### src/rtl/sqrt_reconstruct_pkg.sv
// ============================================================================
// Module  : sqrt_reconstruct_pkg
// Brief   : Shared sizing and FSM encodings for the sqrt and square units.
// Revision: 1.0 - initial release
// ============================================================================
`default_nettype none

package sqrt_reconstruct_pkg;

  localparam int SQRT_WIDTH = 16;
  localparam int SQRT_HALF  = SQRT_WIDTH / 2;

  typedef enum logic [1:0] {
    S_IDLE = 2'd0,
    S_MUL  = 2'd1,
    S_DONE = 2'd2
  } state_t;

endpackage

`default_nettype wire

### src/rtl/sqrt_reconstruct_datapath.sv
// ============================================================================
// Module  : sqrt_reconstruct_datapath
// Brief   : Shift-add Q*Q+R datapath with accumulator, multiplicand, multiplier
//           and step counter.
// Revision: 1.0 - initial release
// ============================================================================
`default_nettype none

module sqrt_reconstruct_datapath #(
  parameter int WIDTH = 16,
  parameter int HALF  = WIDTH / 2,
  parameter int CW    = $clog2(HALF + 1)
) (
  input  logic              clk,
  input  logic              rst,
  input  logic              load,
  input  logic              step,
  input  logic              latch,
  input  logic [HALF-1:0]   Q_in,
  input  logic [HALF:0]     R_in,
  output logic [WIDTH-1:0]  D_out,
  output logic              err,
  output logic              count_is_1,
  output logic              b_lsb
);

  logic [WIDTH:0]   r_acc;
  logic [WIDTH-1:0] r_m;
  logic [HALF-1:0]  r_b;
  logic [CW-1:0]    r_count;
  logic [WIDTH:0]   w_acc_next;

  assign w_acc_next = r_b[0] ? (r_acc + {1'b0, r_m}) : r_acc;
  assign count_is_1 = (r_count == CW'(1));
  assign b_lsb      = r_b[0];

  always_ff @(posedge clk or negedge rst) begin
    if (!rst) begin
      r_acc   <= '0;
      r_m     <= '0;
      r_b     <= '0;
      r_count <= '0;
      D_out   <= '0;
      err     <= 1'b0;
    end else begin
      if (load) begin
        r_acc   <= {{(WIDTH-HALF){1'b0}}, R_in};
        r_m     <= {{(WIDTH-HALF){1'b0}}, Q_in};
        r_b     <= Q_in;
        r_count <= CW'(HALF);
        err     <= (R_in > {Q_in, 1'b0});
      end else if (step) begin
        r_acc   <= w_acc_next;
        r_m     <= r_m << 1;
        r_b     <= r_b >> 1;
        r_count <= r_count - CW'(1);
      end
      // Capture the final sum on the last step so D_out is valid alongside done.
      if (latch) begin
        D_out <= w_acc_next[WIDTH-1:0];
      end
    end
  end

endmodule

`default_nettype wire

### src/rtl/sqrt_reconstruct.sv
// ============================================================================
// Module  : sqrt_reconstruct
// Brief   : Rebuilds radicand D = Q*Q + R, one multiplier bit per cycle.
// Revision: 1.0 - initial release
// ============================================================================
`default_nettype none

module sqrt_reconstruct
  import sqrt_reconstruct_pkg::*;
#(
  parameter int WIDTH = SQRT_WIDTH
) (
  input  logic                 clk,
  input  logic                 rst,
  input  logic                 start,
  input  logic [WIDTH/2-1:0]   Q_in,
  input  logic [WIDTH/2:0]     R_in,
  output logic [WIDTH-1:0]     D_out,
  output logic                 busy,
  output logic                 done,
  output logic                 err
);

  localparam int HALF = WIDTH / 2;

  state_t r_state;
  logic   w_load;
  logic   w_step;
  logic   w_latch;
  logic   w_count_is_1;
  logic   w_b_lsb;

  assign w_load  = (r_state == S_IDLE) && start;
  assign w_step  = (r_state == S_MUL);
  assign w_latch = w_step && w_count_is_1;

  always_ff @(posedge clk or negedge rst) begin
    if (!rst) begin
      r_state <= S_IDLE;
      busy    <= 1'b0;
      done    <= 1'b0;
    end else begin
      case (r_state)
        S_IDLE: begin
          done <= 1'b0;
          if (start) begin
            r_state <= S_MUL;
            busy    <= 1'b1;
          end
        end
        S_MUL: begin
          if (w_count_is_1) begin
            r_state <= S_DONE;
            done    <= 1'b1;
          end
        end
        S_DONE: begin
          r_state <= S_IDLE;
          busy    <= 1'b0;
          done    <= 1'b0;
        end
        default: begin
          r_state <= S_IDLE;
          busy    <= 1'b0;
          done    <= 1'b0;
        end
      endcase
    end
  end

  sqrt_reconstruct_datapath #(
    .WIDTH (WIDTH),
    .HALF  (HALF)
  ) u_datapath (
    .clk        (clk),
    .rst        (rst),
    .load       (w_load),
    .step       (w_step),
    .latch      (w_latch),
    .Q_in       (Q_in),
    .R_in       (R_in),
    .D_out      (D_out),
    .err        (err),
    .count_is_1 (w_count_is_1),
    .b_lsb      (w_b_lsb)
  );

  // Multiplier LSB is consumed inside the datapath; exposed for debug only.
  logic w_unused;
  assign w_unused = w_b_lsb;

endmodule

`default_nettype wire

### config.mk
export PLATFORM = sky130hd
export DESIGN_NAME = sqrt_reconstruct
export DESIGN_NICKNAME = d
export VERILOG_FILES = /design/src/rtl/sqrt_reconstruct_pkg.sv /design/src/rtl/sqrt_reconstruct_datapath.sv /design/src/rtl/sqrt_reconstruct.sv
export SDC_FILE = /design/constraint.sdc
export NUM_CORES = 1
export LEC_CHECK = 0
export CORE_MARGIN = 3
export CORE_UTILIZATION = 45
export DETAILED_ROUTE_END_ITERATION = 10
export GPL_ROUTABILITY_DRIVEN = 0
export MAX_ROUTING_LAYER = met4
export PLACE_DENSITY = 0.7
export SLEW_MARGIN = 5
export SYNTH_ARGS = -nofsm -noshare
export SYNTH_HDL_FRONTEND = slang
export SYNTH_SLANG_ARGS = --single-unit
### constraint.sdc
create_clock -name clk -period 2.6 [get_ports clk]
set_input_delay 0.65 -clock clk [delete_from_list [all_inputs] [get_ports clk]]
set_output_delay 0.65 -clock clk [all_outputs]
set_load 0.05 [all_outputs]
==> results_dict.tcl, run 1 <==
set metrics [dict create \
    status "complete, no violations" \
    grt_antenna_before_repair 0 \
    cts-buffers-inserted 9 \
    critPathMaxFanout 4 \
    grt_pass1_vias 3001 \
    power_mw 5.87 \
    area_growth_pct 20.1 \
    cts_tree "yes" \
    syn_area_per_cell_um2 9.37 \
    layoutNonFillerInstCount 542 \
    path_clk_slew_ns 0.07 \
    place_inst 523 \
    clkLatencyLatePin_ns 0.34 \
    dr.pass1.iters 4 \
    most-common-layout-cells "dfrtp_1, nand2_1, o21ai_0, clkdlybuf4s50_1, ha_1" \
    grt.total_usage 0.205 \
    grt_max_degree 42 \
    final.setup.tns_ns 0 \
    vias 3083 \
    dpl_cell_area_mm2 0.00421 \
    initial_core_util 0.472 \
    worst_pin_slew_ns 0.715 \
    synth_cells 395 \
    grt_pass1_wl_um 15200 \
    layout_commonest_cell "dfrtp_1" \
    finish.instance_area_mm2 0.00445 \
    critical_path_required_ns 2.83 \
    synthArstFlopShare 1.00 \
    core.rowCount 32 \
    yosys_warnings 0 \
    post-route-min-period_ns 2.45 \
    synthFlopType "dfrtp_1" \
    cts_root_buf "clkbuf_8" \
    dp_hpwl_um 6560 \
    ir_drop_mv 0.771 \
    hold_class "input port to async pin" \
    max_slew_margin 0.520 \
    period_share 0.942 \
    yosysTopAreaCellShare 0.439 \
    synthTopCellsByArea "dfrtp_1, ha_1, o21ai_0, nand2_1, a21oi_1" \
    synth_largest_area_cell "dfrtp_1" \
    drive_gt1_frac 0.100 \
    portBuffers 38 \
    ant_nets 0 \
    seq_area_frac_synth 0.439 \
    power.leakage_nw 2.01 \
    pre_cts_slack_ns -0.000195 \
    vias_per_cell 5.69 \
    avgRoutedWirePerCell_um 16.8 \
    hold_buffers 0 \
    skew_ns 0.00983 \
    worstSetupPathType "flip-flop to flip-flop" \
    die_w_um 96.7 \
    syn_nets 441 \
    regToRegSetupSlack_ns 0.15 \
    drt_iter0_markers 160 \
    crit_top_cell "a21oi_2" \
    core_area_mm2 0.00785 \
    die-area_mm2 0.00935 \
    fillers 713 \
    power.density_mw_per_mm2 1320 \
    drt_wl_total_um 9090 \
    crit_chain "ha_1, fa_1, a21oi_2, o21ai_0, a21oi_2, a21oi_1, a21o_1, mux2i_1, a211o_1" \
    clockBufferDepth 2 \
    ys_ff_latch 65 \
    max-cap-violations 0 \
    slowest_delay_ns 0.42 \
    fmax_mhz 408 \
    finalHoldViolCount 0 \
    finalMaxSlewViolations 0 \
    crit_path_start_kind "flip-flop" \
    slowest_stage "fa_1" \
    diodes 0 \
    grt_overflow 0 \
    dieHeight_um 96.7 \
    crit_arrival_ns 2.68 \
    drc 0 \
    worst_slack_ns 0.151 \
    ys_types 45 \
    cts_htree_levels 3 \
    nNetsFinal 481 \
    cts.sink_count 65 \
    endpoint_kind "flip-flop" \
    synth_area_mm2 0.00370 \
    ioPinCount 39 \
    synth_edf_count 0 \
    setup_viol 0 \
]
==> registers in the layout, indices dropped and copies added, names as in the netlist <==
register and cells:
busy 1, done 1, r_state 2, u_datapath.D_out 16, u_datapath.err 1, u_datapath.r_acc 16
u_datapath.r_b 8, u_datapath.r_count 4, u_datapath.r_m 16
==> what timing repair did <==
action | CTS | global route
hold endpoints to repair | 0 | 0
setup buffers | 0 | 3
setup endpoints to repair | 3 | 7
pin swaps | 0 | 3
resized for setup | 1 | 2
==> power breakdown <==
group,switching (mW),internal (mW),total (mW)
sequential,0.385,1.45,1.83
clock,0.376,0.521,0.897
combinational,1.89,1.25,3.14
==> cells by family after synthesis <==
kind of cell / Yosys count / synth area share
AOI/OAI and AO/OA: 124 / 0.210
adders and majority gates: 26 / 0.0899
DFF: 65 / 0.439
muxes: 16 / 0.0473
xor gates and xnor gates: 14 / 0.0331
buffers and inverters: 38 / 0.0392
and+or+nand+nor: 112 / 0.141
==> routing by layer <==
metal  vias up  part of all wire  GRT usage
met3        16             0.037     0.0274
met2        81              0.45      0.300
li1       1482                 -          -
met4         0             0.020     0.0896
met1      1504              0.50      0.287
met5         -                 0          -
==> final cells by class <==
| class | instances | area, µm² | share of cell area |
|---|---|---|---|
| clock inverters | 2 | 35.0 | 0.00788 |
| repair buffers | 51 | 485 | 0.109 |
| multi-input cells | 292 | 1940 | 0.436 |
| flip-flops and latches | 65 | 1630 | 0.366 |
| inverters | 16 | 60.1 | 0.0135 |
| well taps | 102 | 128 | 0.0287 |
| clock buffers | 14 | 173 | 0.0388 |
==> path summary, 6_finish.rpt <==
path | startpoint | endpoint | cells past startpoint
hold reg to reg | u_datapath.r_b[6]$_DFFE_PN0P_ | u_datapath.r_b[6]$_DFFE_PN0P_ | 2
min in group clk | u_datapath.r_b[6]$_DFFE_PN0P_ | u_datapath.r_b[6]$_DFFE_PN0P_ | 2
setup / recovery | u_datapath.r_m[0]$_DFFE_PN0P_ | u_datapath.D_out[14]$_DFFE_PN0P_ | 9
setup reg to reg | u_datapath.r_m[0]$_DFFE_PN0P_ | u_datapath.D_out[14]$_DFFE_PN0P_ | 9
hold / removal | rst | u_datapath.D_out[10]$_DFFE_PN0P_ | 1
max in group asynchronous | rst | u_datapath.r_acc[8]$_DFFE_PN0P_ | 2
==> worst max-delay path: cells and delay by family, from the launching register on <==
family          cells  cell delay (ns)
mux                 1             0.12
compound gates      6             1.16
flops               1             0.40
fa+ha+maj           2             0.65
==> through the flow <==
| step | utilization | hold WS, ns |
|---|---|---|
| global route | 0.567 | 0.362 |
| floorplan | - | 0.354 |
| finish | 0.567 | 0.320 |
| global placement | 0.536 | 0.463 |
| CTS | 0.563 | 0.336 |
| detailed placement | 0.536 | 0.470 |
==> cells in the mapped netlist, drive strengths merged (7+ instances only) <==
library cell  count
a21oi            24
dfrtp            65
a22o             10
clkbuf           17
nor2             14
mux2              9
mux2i             7
inv              16
nand2            58
ha               25
a22oi            16
xnor2            10
nand3             9
o21ai            50
Note: power is estimated with default switching activity, not from simulation.
==> run 2: changes to the inputs <==
ABC_CLOCK_PERIOD_IN_PS = 2600   (was default)
==> results of run 2 <==
Same layout as run 1: the final DEF is identical, and so are final timing and power.
==> run 3: changes to the inputs <==
TNS_END_PERCENT = 10   (was default)
==> results of run 3 <==
Same layout as run 1: the final DEF is identical, and so are final timing and power.
